==> src/rtl/crono_pkg.sv <==
// rtl/crono_pkg.sv - shared types and limits for the MM:SS stopwatch/timer core
package crono_pkg;

    typedef enum logic [1:0] {
        ST_IDLE  = 2'd0,
        ST_RUN   = 2'd1,
        ST_PAUSE = 2'd2,
        ST_DONE  = 2'd3
    } state_e;

    typedef logic [3:0] bcd_t;

    localparam bcd_t SEC_TENS_MAX = 4'd5;
    localparam bcd_t MIN_TENS_MAX = 4'd5;
    localparam bcd_t DIGIT_MAX    = 4'd9;

    function automatic logic preset_legal(input bcd_t m1, input bcd_t m0,
                                          input bcd_t s1, input bcd_t s0);
        return (m1 <= MIN_TENS_MAX) && (m0 <= DIGIT_MAX) &&
               (s1 <= SEC_TENS_MAX) && (s0 <= DIGIT_MAX);
    endfunction

endpackage

==> src/rtl/bcd_digit_updown.sv <==
// rtl/bcd_digit_updown.sv - one BCD digit, wraps 0..MAX, with carry/borrow out
module bcd_digit_updown
    import crono_pkg::*;
#(
    parameter bcd_t MAX = DIGIT_MAX
) (
    input  logic clk,
    input  logic rst,
    input  logic clr,
    input  logic ld,
    input  bcd_t ld_val,
    input  logic inc,
    input  logic dec,
    output bcd_t q,
    output logic carry,
    output logic borrow
);

    bcd_t q_q;
    bcd_t q_d;

    always_comb begin
        q_d = q_q;
        if (clr) begin
            q_d = 4'd0;
        end else if (ld) begin
            q_d = ld_val;
        end else if (inc) begin
            q_d = (q_q == MAX) ? 4'd0 : q_q + 4'd1;
        end else if (dec) begin
            q_d = (q_q == 4'd0) ? MAX : q_q - 4'd1;
        end
    end

    always_ff @(posedge clk or posedge rst) begin
        if (rst) begin
            q_q <= 4'd0;
        end else begin
            q_q <= q_d;
        end
    end

    assign q      = q_q;
    assign carry  = inc && (q_q == MAX);
    assign borrow = dec && (q_q == 4'd0);

endmodule

==> src/rtl/crono_bcd_counter.sv <==
// rtl/crono_bcd_counter.sv - MM:SS up/down BCD counter with 1 Hz prescaler and control FSM
module crono_bcd_counter
    import crono_pkg::*;
#(
    parameter int TICKS_PER_SEC = 50000000,
    parameter int PRE_W         = 26
) (
    input  logic       clk,
    input  logic       rst,
    input  logic       start_stop,
    input  logic       clear,
    input  logic       load,
    input  logic       mode_down,
    input  logic [3:0] load_m1,
    input  logic [3:0] load_m0,
    input  logic [3:0] load_s1,
    input  logic [3:0] load_s0,
    output logic [3:0] m1,
    output logic [3:0] m0,
    output logic [3:0] s1,
    output logic [3:0] s0,
    output logic       running,
    output logic       done
);

    localparam logic [PRE_W-1:0] PRE_LAST = PRE_W'(TICKS_PER_SEC - 1);

    state_e           state_q, state_d;
    logic [PRE_W-1:0] pre_q, pre_d;
    logic             dir_q, dir_d;

    logic tick, step_up, step_dn;
    logic all_zero, one_left, load_ok;
    logic hold, terminal, digit_ld;
    bcd_t m1_ld, m0_ld, s1_ld, s0_ld;
    logic s0_carry, s0_borrow, s1_carry, s1_borrow;
    logic m0_carry, m0_borrow, m1_carry, m1_borrow;

    assign tick     = (state_q == ST_RUN) && (pre_q == PRE_LAST);
    assign step_up  = tick && !dir_q;
    assign step_dn  = tick && dir_q;
    assign all_zero = ({m1, m0, s1, s0} == 16'h0000);
    assign one_left = ({m1, m0, s1, s0} == 16'h0001);
    assign load_ok  = load && !clear && (state_q == ST_IDLE) &&
                      preset_legal(load_m1, load_m0, load_s1, load_s0);

    // A ripple out of the top digit means 59:59 counting up; reloading the
    // current value keeps the display frozen instead of wrapping to 00:00.
    assign hold     = m1_carry || m1_borrow;
    assign terminal = hold || (step_dn && one_left);
    assign digit_ld = load_ok || hold;
    assign m1_ld    = load_ok ? load_m1 : m1;
    assign m0_ld    = load_ok ? load_m0 : m0;
    assign s1_ld    = load_ok ? load_s1 : s1;
    assign s0_ld    = load_ok ? load_s0 : s0;

    always_comb begin
        state_d = state_q;
        pre_d   = pre_q;
        dir_d   = dir_q;
        case (state_q)
            ST_IDLE: begin
                if (!clear && !load && start_stop && !(mode_down && all_zero)) begin
                    state_d = ST_RUN;
                    dir_d   = mode_down;
                    pre_d   = '0;
                end
            end
            ST_RUN: begin
                pre_d = tick ? '0 : pre_q + 1'b1;
                if (terminal) begin
                    state_d = ST_DONE;
                end else if (start_stop) begin
                    state_d = ST_PAUSE;
                end
            end
            ST_PAUSE: begin
                if (start_stop) begin
                    state_d = ST_RUN;
                end
            end
            ST_DONE: begin
                state_d = ST_DONE;
            end
            default: begin
                state_d = ST_IDLE;
            end
        endcase
        if (load_ok) begin
            pre_d = '0;
        end
        if (clear) begin
            state_d = ST_IDLE;
            pre_d   = '0;
        end
    end

    always_ff @(posedge clk or posedge rst) begin
        if (rst) begin
            state_q <= ST_IDLE;
            pre_q   <= '0;
            dir_q   <= 1'b0;
        end else begin
            state_q <= state_d;
            pre_q   <= pre_d;
            dir_q   <= dir_d;
        end
    end

    assign running = (state_q == ST_RUN);
    assign done    = (state_q == ST_DONE);

    bcd_digit_updown #(.MAX(DIGIT_MAX)) u_s0 (
        .clk    (clk),
        .rst    (rst),
        .clr    (clear),
        .ld     (digit_ld),
        .ld_val (s0_ld),
        .inc    (step_up),
        .dec    (step_dn),
        .q      (s0),
        .carry  (s0_carry),
        .borrow (s0_borrow)
    );

    bcd_digit_updown #(.MAX(SEC_TENS_MAX)) u_s1 (
        .clk    (clk),
        .rst    (rst),
        .clr    (clear),
        .ld     (digit_ld),
        .ld_val (s1_ld),
        .inc    (s0_carry),
        .dec    (s0_borrow),
        .q      (s1),
        .carry  (s1_carry),
        .borrow (s1_borrow)
    );

    bcd_digit_updown #(.MAX(DIGIT_MAX)) u_m0 (
        .clk    (clk),
        .rst    (rst),
        .clr    (clear),
        .ld     (digit_ld),
        .ld_val (m0_ld),
        .inc    (s1_carry),
        .dec    (s1_borrow),
        .q      (m0),
        .carry  (m0_carry),
        .borrow (m0_borrow)
    );

    bcd_digit_updown #(.MAX(MIN_TENS_MAX)) u_m1 (
        .clk    (clk),
        .rst    (rst),
        .clr    (clear),
        .ld     (digit_ld),
        .ld_val (m1_ld),
        .inc    (m0_carry),
        .dec    (m0_borrow),
        .q      (m1),
        .carry  (m1_carry),
        .borrow (m1_borrow)
    );

endmodule

==> config.mk <==
export PLATFORM = sky130hd
export DESIGN_NAME = crono_bcd_counter
export DESIGN_NICKNAME = d
export VERILOG_FILES = /design/src/rtl/crono_pkg.sv /design/src/rtl/bcd_digit_updown.sv /design/src/rtl/crono_bcd_counter.sv
export SDC_FILE = /design/constraint.sdc
export NUM_CORES = 1
export LEC_CHECK = 0
export BUFFER_PORTS_ARGS = -buffer_cell sky130_fd_sc_hd__buf_2
export CORE_UTILIZATION = 45
export CTS_CLUSTER_DIAMETER = 50
export DETAILED_ROUTE_END_ITERATION = 8
export PLACE_DENSITY = 0.62
export SYNTH_ARGS = -nofsm -noshare
export SYNTH_HDL_FRONTEND = slang
export SYNTH_SLANG_ARGS = --single-unit
==> constraint.sdc <==
create_clock -name clk -period 2.95 [get_ports clk]
set_input_delay 0.59 -clock clk [delete_from_list [all_inputs] [get_ports clk]]
set_output_delay 0.59 -clock clk [all_outputs]
set_load 0.02 [all_outputs]
== Yosys cells after proc, flatten, opt, wreduce, memory -nomap -nowiden ==
Index checks and enable logic that the tools add are counted.
W data, S select, Z words.
Word-level totals
  bits in registers: 45
  input bits: 22
  output and inout port bits: 18
  logic and storage cells: 120
Operators by class
  $add $sub $neg: 9
  $lt $le $gt $ge: 4
  equality and inequality tests: 14
  muxes and demuxes: 39
  reduce and logical (&&, ||, !) cells: 47
Operator list (number)
  $mux W4: 28
  $mux W26: 4
  $pmux W26 S2: 1
  $add A26 B1 Y26 const B: 1
  $eq A26 B26 Y1 const B: 1
  $logic_and A1 B1 Y1: 22
  $reduce_bool A4 Y1: 5
  $add A4 B1 Y4 const B: 4
  $eq A16 B1 Y1 const B: 1
  $logic_not A16 Y1: 1
  $logic_not A4 Y1: 4
  $sub A4 B1 Y4 const B: 4
  $reduce_and A2 Y1: 6
  $mux W2: 5
  $eq A4 B3 Y1 const B: 2
  $eq A4 B4 Y1 const B: 2
  $le A4 B3 Y1 const B: 2
  $le A4 B4 Y1 const B: 2
  $ne A4 B3 Y1 const B: 2
  $pmux W2 S4: 1
  $ne A3 B3 Y1 const B: 2
  $eq A2 B2 Y1 const B: 2
  $logic_not A1 Y1: 4
  $logic_or A1 B1 Y1: 3
  other kinds (4): 4

== Logic depth before layout (Yosys ltp) ==
  word-level depth: 12
  mapped depth: 10
  gate-level depth less buffers: 8

== Hierarchy ==
A second synthesis with hierarchy kept.
Unflattened totals
  cells, all modules: 483
  area, all modules: 3783.6 µm²
By module, submodules not included
  crono_bcd_counter: instances 1, cells each 273, area each 2019.4 µm², sequential area each 725.7 µm²
  bcd_digit_updown (u_m0 ...): instances 2, cells each 56, area each 470.5 µm², sequential area each 100.1 µm²
  bcd_digit_updown (u_m1 ...): instances 2, cells each 49, area each 411.6 µm², sequential area each 100.1 µm²

== Worst setup path after synthesis ==
No wires, ideal clock.
  path type: register to register
  from: register u_s1.q_q[0], in the netlist u_s1.q[0]
  to: register u_m0.q_q[2], in the netlist u_m0.q[2]
  library setup time: 124 ps
  arrival time: 2576 ps
  required time: 2826 ps
  slack: 250 ps
  stages on the path, launching flop included: 11
  path buffers: 2
  period minus slack after synthesis: 2700 ps
  cell sequence: dfrtp_1 inv_1 ha_1 or3b_2 or4_1 o21a_1 buf_6 o21ai_4 buf_6 nor4_1 a211o_1
On the way
  cells in the longest elaborated chain, start to end: 8
  elaborated cells between the ends (all ways): 16
  those cells by class: 2 x eq/ne; 3 x mux; 11 x reduce/logical
RTL lines
  start: declaration: line bcd_digit_updown.sv:19  | bcd_t q_q;
  start signal: assignment: line bcd_digit_updown.sv:39  | q_q <= q_d;
  $eq A4 B3 Y1 or $logic_not A4 Y1 (tied branches): line bcd_digit_updown.sv:44, bcd_digit_updown.sv:45
  $logic_and A1 B1 Y1 (on tied branches) (3 in a row): line bcd_digit_updown.sv:44, bcd_digit_updown.sv:45
  $logic_or A1 B1 Y1: line crono_bcd_counter.sv:49  | assign hold = m1_carry || m1_borrow;
  $logic_or A1 B1 Y1: line crono_bcd_counter.sv:51  | assign digit_ld = load_ok || hold;
  $ne A3 B3 Y1 (no source line), or another cell as far along
  $reduce_and A2 Y1 (no source line) or $mux W4 (tied branches)
  end signal: assignment: line bcd_digit_updown.sv:39
  end: declaration: line bcd_digit_updown.sv:19
Parallel ways exist; a longest one is shown, timed or not.
A chain may end at the register's enable or synchronous reset.

== Worst setup path after layout ==
  from: register u_m1.q_q[1], in the netlist u_m1.q[1]
  to: register u_m0.q_q[2], in the netlist u_m0.q[2]
On the way
  cells in the longest elaborated chain, start to end: 6
  elaborated cells between the ends (all ways): 11
  those cells by class: 2 x eq/ne; 2 x mux; 7 x reduce/logical
RTL lines (line)
  start: declaration: bcd_digit_updown.sv:19
  start signal: assignment: bcd_digit_updown.sv:39
  $eq A4 B3 Y1 or $logic_not A4 Y1 (tied branches): bcd_digit_updown.sv:44, bcd_digit_updown.sv:45
  $logic_and A1 B1 Y1 (on tied branches): bcd_digit_updown.sv:44, bcd_digit_updown.sv:45
  $logic_or A1 B1 Y1 *: crono_bcd_counter.sv:49
  $logic_or A1 B1 Y1 *: crono_bcd_counter.sv:51
  $ne A3 B3 Y1 (no source line), or another cell as far along
  $reduce_and A2 Y1 (no source line) or $mux W4 (tied branches)
Every way passes the cells marked *; elsewhere a longest branch is shown, timed or not.

==> results.json <==
{
  "status": "finished clean",
  "yosysTopAreaCell": "dfrtp_1",
  "slew_viol_final": 0,
  "synthesis.nets": 456,
  "chipHeight_um": 89.9,
  "hpwlAfterDp_mm": 6.81,
  "ys_top_cells_by_area": "dfrtp_1 32%, o21ai_0 7.1%, ha_1 4.7%",
  "async_flop_share": 1.00,
  "max_slew_margin": 0.342,
  "pin_count": 40,
  "gp_congestion": 0.889,
  "synth-seq-cells": 45,
  "syn_avg_cell_area_um2": 8.25,
  "ys_warn_count": 0,
  "hold_class": "reg2reg",
  "die_w_um": 89.9,
  "clock_tree.root_cell": "clkbuf_8",
  "diodes": 0,
  "place_ws_ps": 105,
  "cpPeakStageDelay_ps": 490,
  "synth_cell_types": 63,
  "highest_layer": "met4",
  "post_synth_inst_count": 421,
  "tightest_slew_ps": 986,
  "nets": 514,
  "crit_fanout": 10,
  "grt-ovfl-total": 0,
  "hold_viol": 0,
  "core-area_um2": 7370,
  "synth_top_area_frac": 0.324,
  "finalSetupViolations": 0,
  "hold_buffers": 0,
  "ys_top_cells_by_count": "49 x o21ai_0, 45 x dfrtp_1, 36 x nand2_1, 28 x nand3_1, 25 x a21oi_1",
  "fin_crit_ps": 2750,
  "io_buffers": 39,
  "drive_gt1_frac": 0.209,
  "rsz0062_at_grt": "false",
  "r2r_slack_ps": 200,
  "finalSetupTns_ps": 0,
  "clkSinkCount": 45,
  "ir_worst_vdd_uv": 231,
  "wl_per_cell_um": 16.4,
  "critPathSlowestCell": "or4_1",
  "dr_wl_met3_um": 362,
  "routed_wl_mm": 9.47,
  "maxCapViolations": 0,
  "antenna_found_initial": 0,
  "viasPerCell": 6.02,
  "final_antenna_net_count": 0,
  "utilization": 0.547,
  "row_count": 31,
  "cts_max_level": 2,
  "leakage_nw": 1.72,
  "track_usage": 0.239,
  "fin_ws_ps": 202,
  "drt-met1-wl_mm": 4.37,
  "grt_max_degree": 46,
  "ys.flop_type": "dfrtp_1",
  "drt_iter0_drc": 223,
  "fp.dieArea_um2": 8070,
  "seq_area_frac_synth": 0.324,
  "synth_edf_count": 0,
  "power_density_nw_per_um2": 378,
  "cpLargestDelayFamily": "simple AND/OR/NAND/NOR gates",
  "cts_tree": "done",
  "fin_crit_sh": 0.932,
  "cp.buffers_inverters": 1,
  "whs_ps": 497,
  "syn_to_final_growth_pct": 16.0,
  "cp.required_ps": 3150,
  "fin_worst_skew_ps": 17.3,
  "routed-wl-met2_mm": 4.58,
  "syn_area_um2": 3470,
  "cts_buffers": 5,
  "timing.fmax_mhz": 364,
  "firstDrtPassIters": 5,
  "nFillCells": 719,
  "clockBufferDepth": 2,
  "cp-end-kind": "flip-flop",
  "worst_setup_path_start_kind": "flip-flop",
  "grt_pass1_wl_mm": 15.9,
  "remaining_drc_errors": 0,
  "first_global_vias": 3265,
  "cts.clk_slew.worst_paths_ps": 100,
  "clock_latency_ps": 300,
  "yosys.cell_count.top_type": "o21ai_0",
  "critPathArrivalTime_ps": 2950,
  "start_util": 0.471,
  "num_vias": 3481,
  "worstSetupPathType": "reg2reg",
  "crit_chain": "inv_1 > ha_1 > or3b_2 > or4_1 > o21a_2 > a31oi_4 > nor4_1 > a211o_1"
}
-- flip-flops by register name (all words and copies together) (netlist names) --
register / flops
dir_q: 1
pre_q: 26
state_q: 2
u_m0.q: 4
u_m1.q: 4
u_s0.q: 4
u_s1.q: 4
-- layout make-up --
type	instances	area, um^2	share of cell area
repair buffers	69	433	0.107
flip-flops and latches	45	1130	0.280
multi-input cells	334	2170	0.539
well taps	99	124	0.0307
clock buffers	7	86.3	0.0214
inverters	24	90.1	0.0224
-- layer usage --
metal / GRT usage / up-vias
li1: - / 1697
met1: 0.319 / 1685
met2: 0.419 / 86
met3: 0.0237 / 13
met4: 0.0538 / 0
met5: 0 / -
-- path summary, 6_finish.rpt --
check / from / end / cells past startpoint
max: u_m1.q[1] / u_m0.q[2] / 8
min: pre_q[6] / pre_q[6] / 1
max reg2reg: u_m1.q[1] / u_m0.q[2] / 8
min reg2reg: pre_q[6] / pre_q[6] / 1
max in group asynchronous: rst / pre_q[12] / 2
min in group asynchronous: rst / u_m1.q[1] / 2
-- timing repair --
action,CTS,global route
buffers inserted,0,4
resized for setup,0,3
endpoints found under the setup margin,0,7
-- worst reg2reg max path, cell delays in order, from the launching register on --
cell     delay (ps)
dfrtp_1         460
inv_1           110
ha_1            220
or3b_2          480
or4_1           490
o21a_2          230
a31oi_4         310
nor4_1           90
a211o_1         270
-- where the power goes --
part           total [W]  switching (W)  internal [W]
Clock           0.000406       0.000219      0.000187
Combinational   0.000426       0.000248      0.000179
Sequential      0.000690      0.0000440      0.000646
Total            0.00152       0.000511       0.00101
-- logic make-up (layout without fill, tap and decap cells) --
group                      after synthesis  in the layout  synth area share
AOI/OAI and AO/OA                      125            126             0.231
DFF                                     45             45             0.324
and+or+nand+nor                        175            175             0.284
buffers and inverters                   43            100            0.0555
adders and majority gates               13             13            0.0468
xor gates and xnor gates                 2              2           0.00504
muxes                                   18             18            0.0530
-- cells in the final DEF (no fill, tap or decap), types with 4 or more instances in the layout --
cell type   n
nand3_1    28
a211oi_1    5
o21ai_1     4
nand4_1     9
o31ai_1     7
or3_1      15
nor3_1     21
nor2_1     13
dfrtp_1    45
nand2_1    36
buf_4      29
buf_2      39
inv_1      23
clkbuf_8    6
nor4_1     11
and3_1      8
nand2b_1    5
nand3b_1    4
o21ai_0    49
a21oi_1    25
mux2i_1    15
ha_1       13
-- stage by stage --
stage	instance area, um^2	total power (W)	instances
after CTS	3980	0.00153	573
after global routing	4030	0.00162	578
final	4030	0.00152	578
after floorplan	3470	0.000996	421
after detailed placement	3900	0.00112	566
after global placement	3900	0.00112	566
Power figures use the tool's default switching activity.
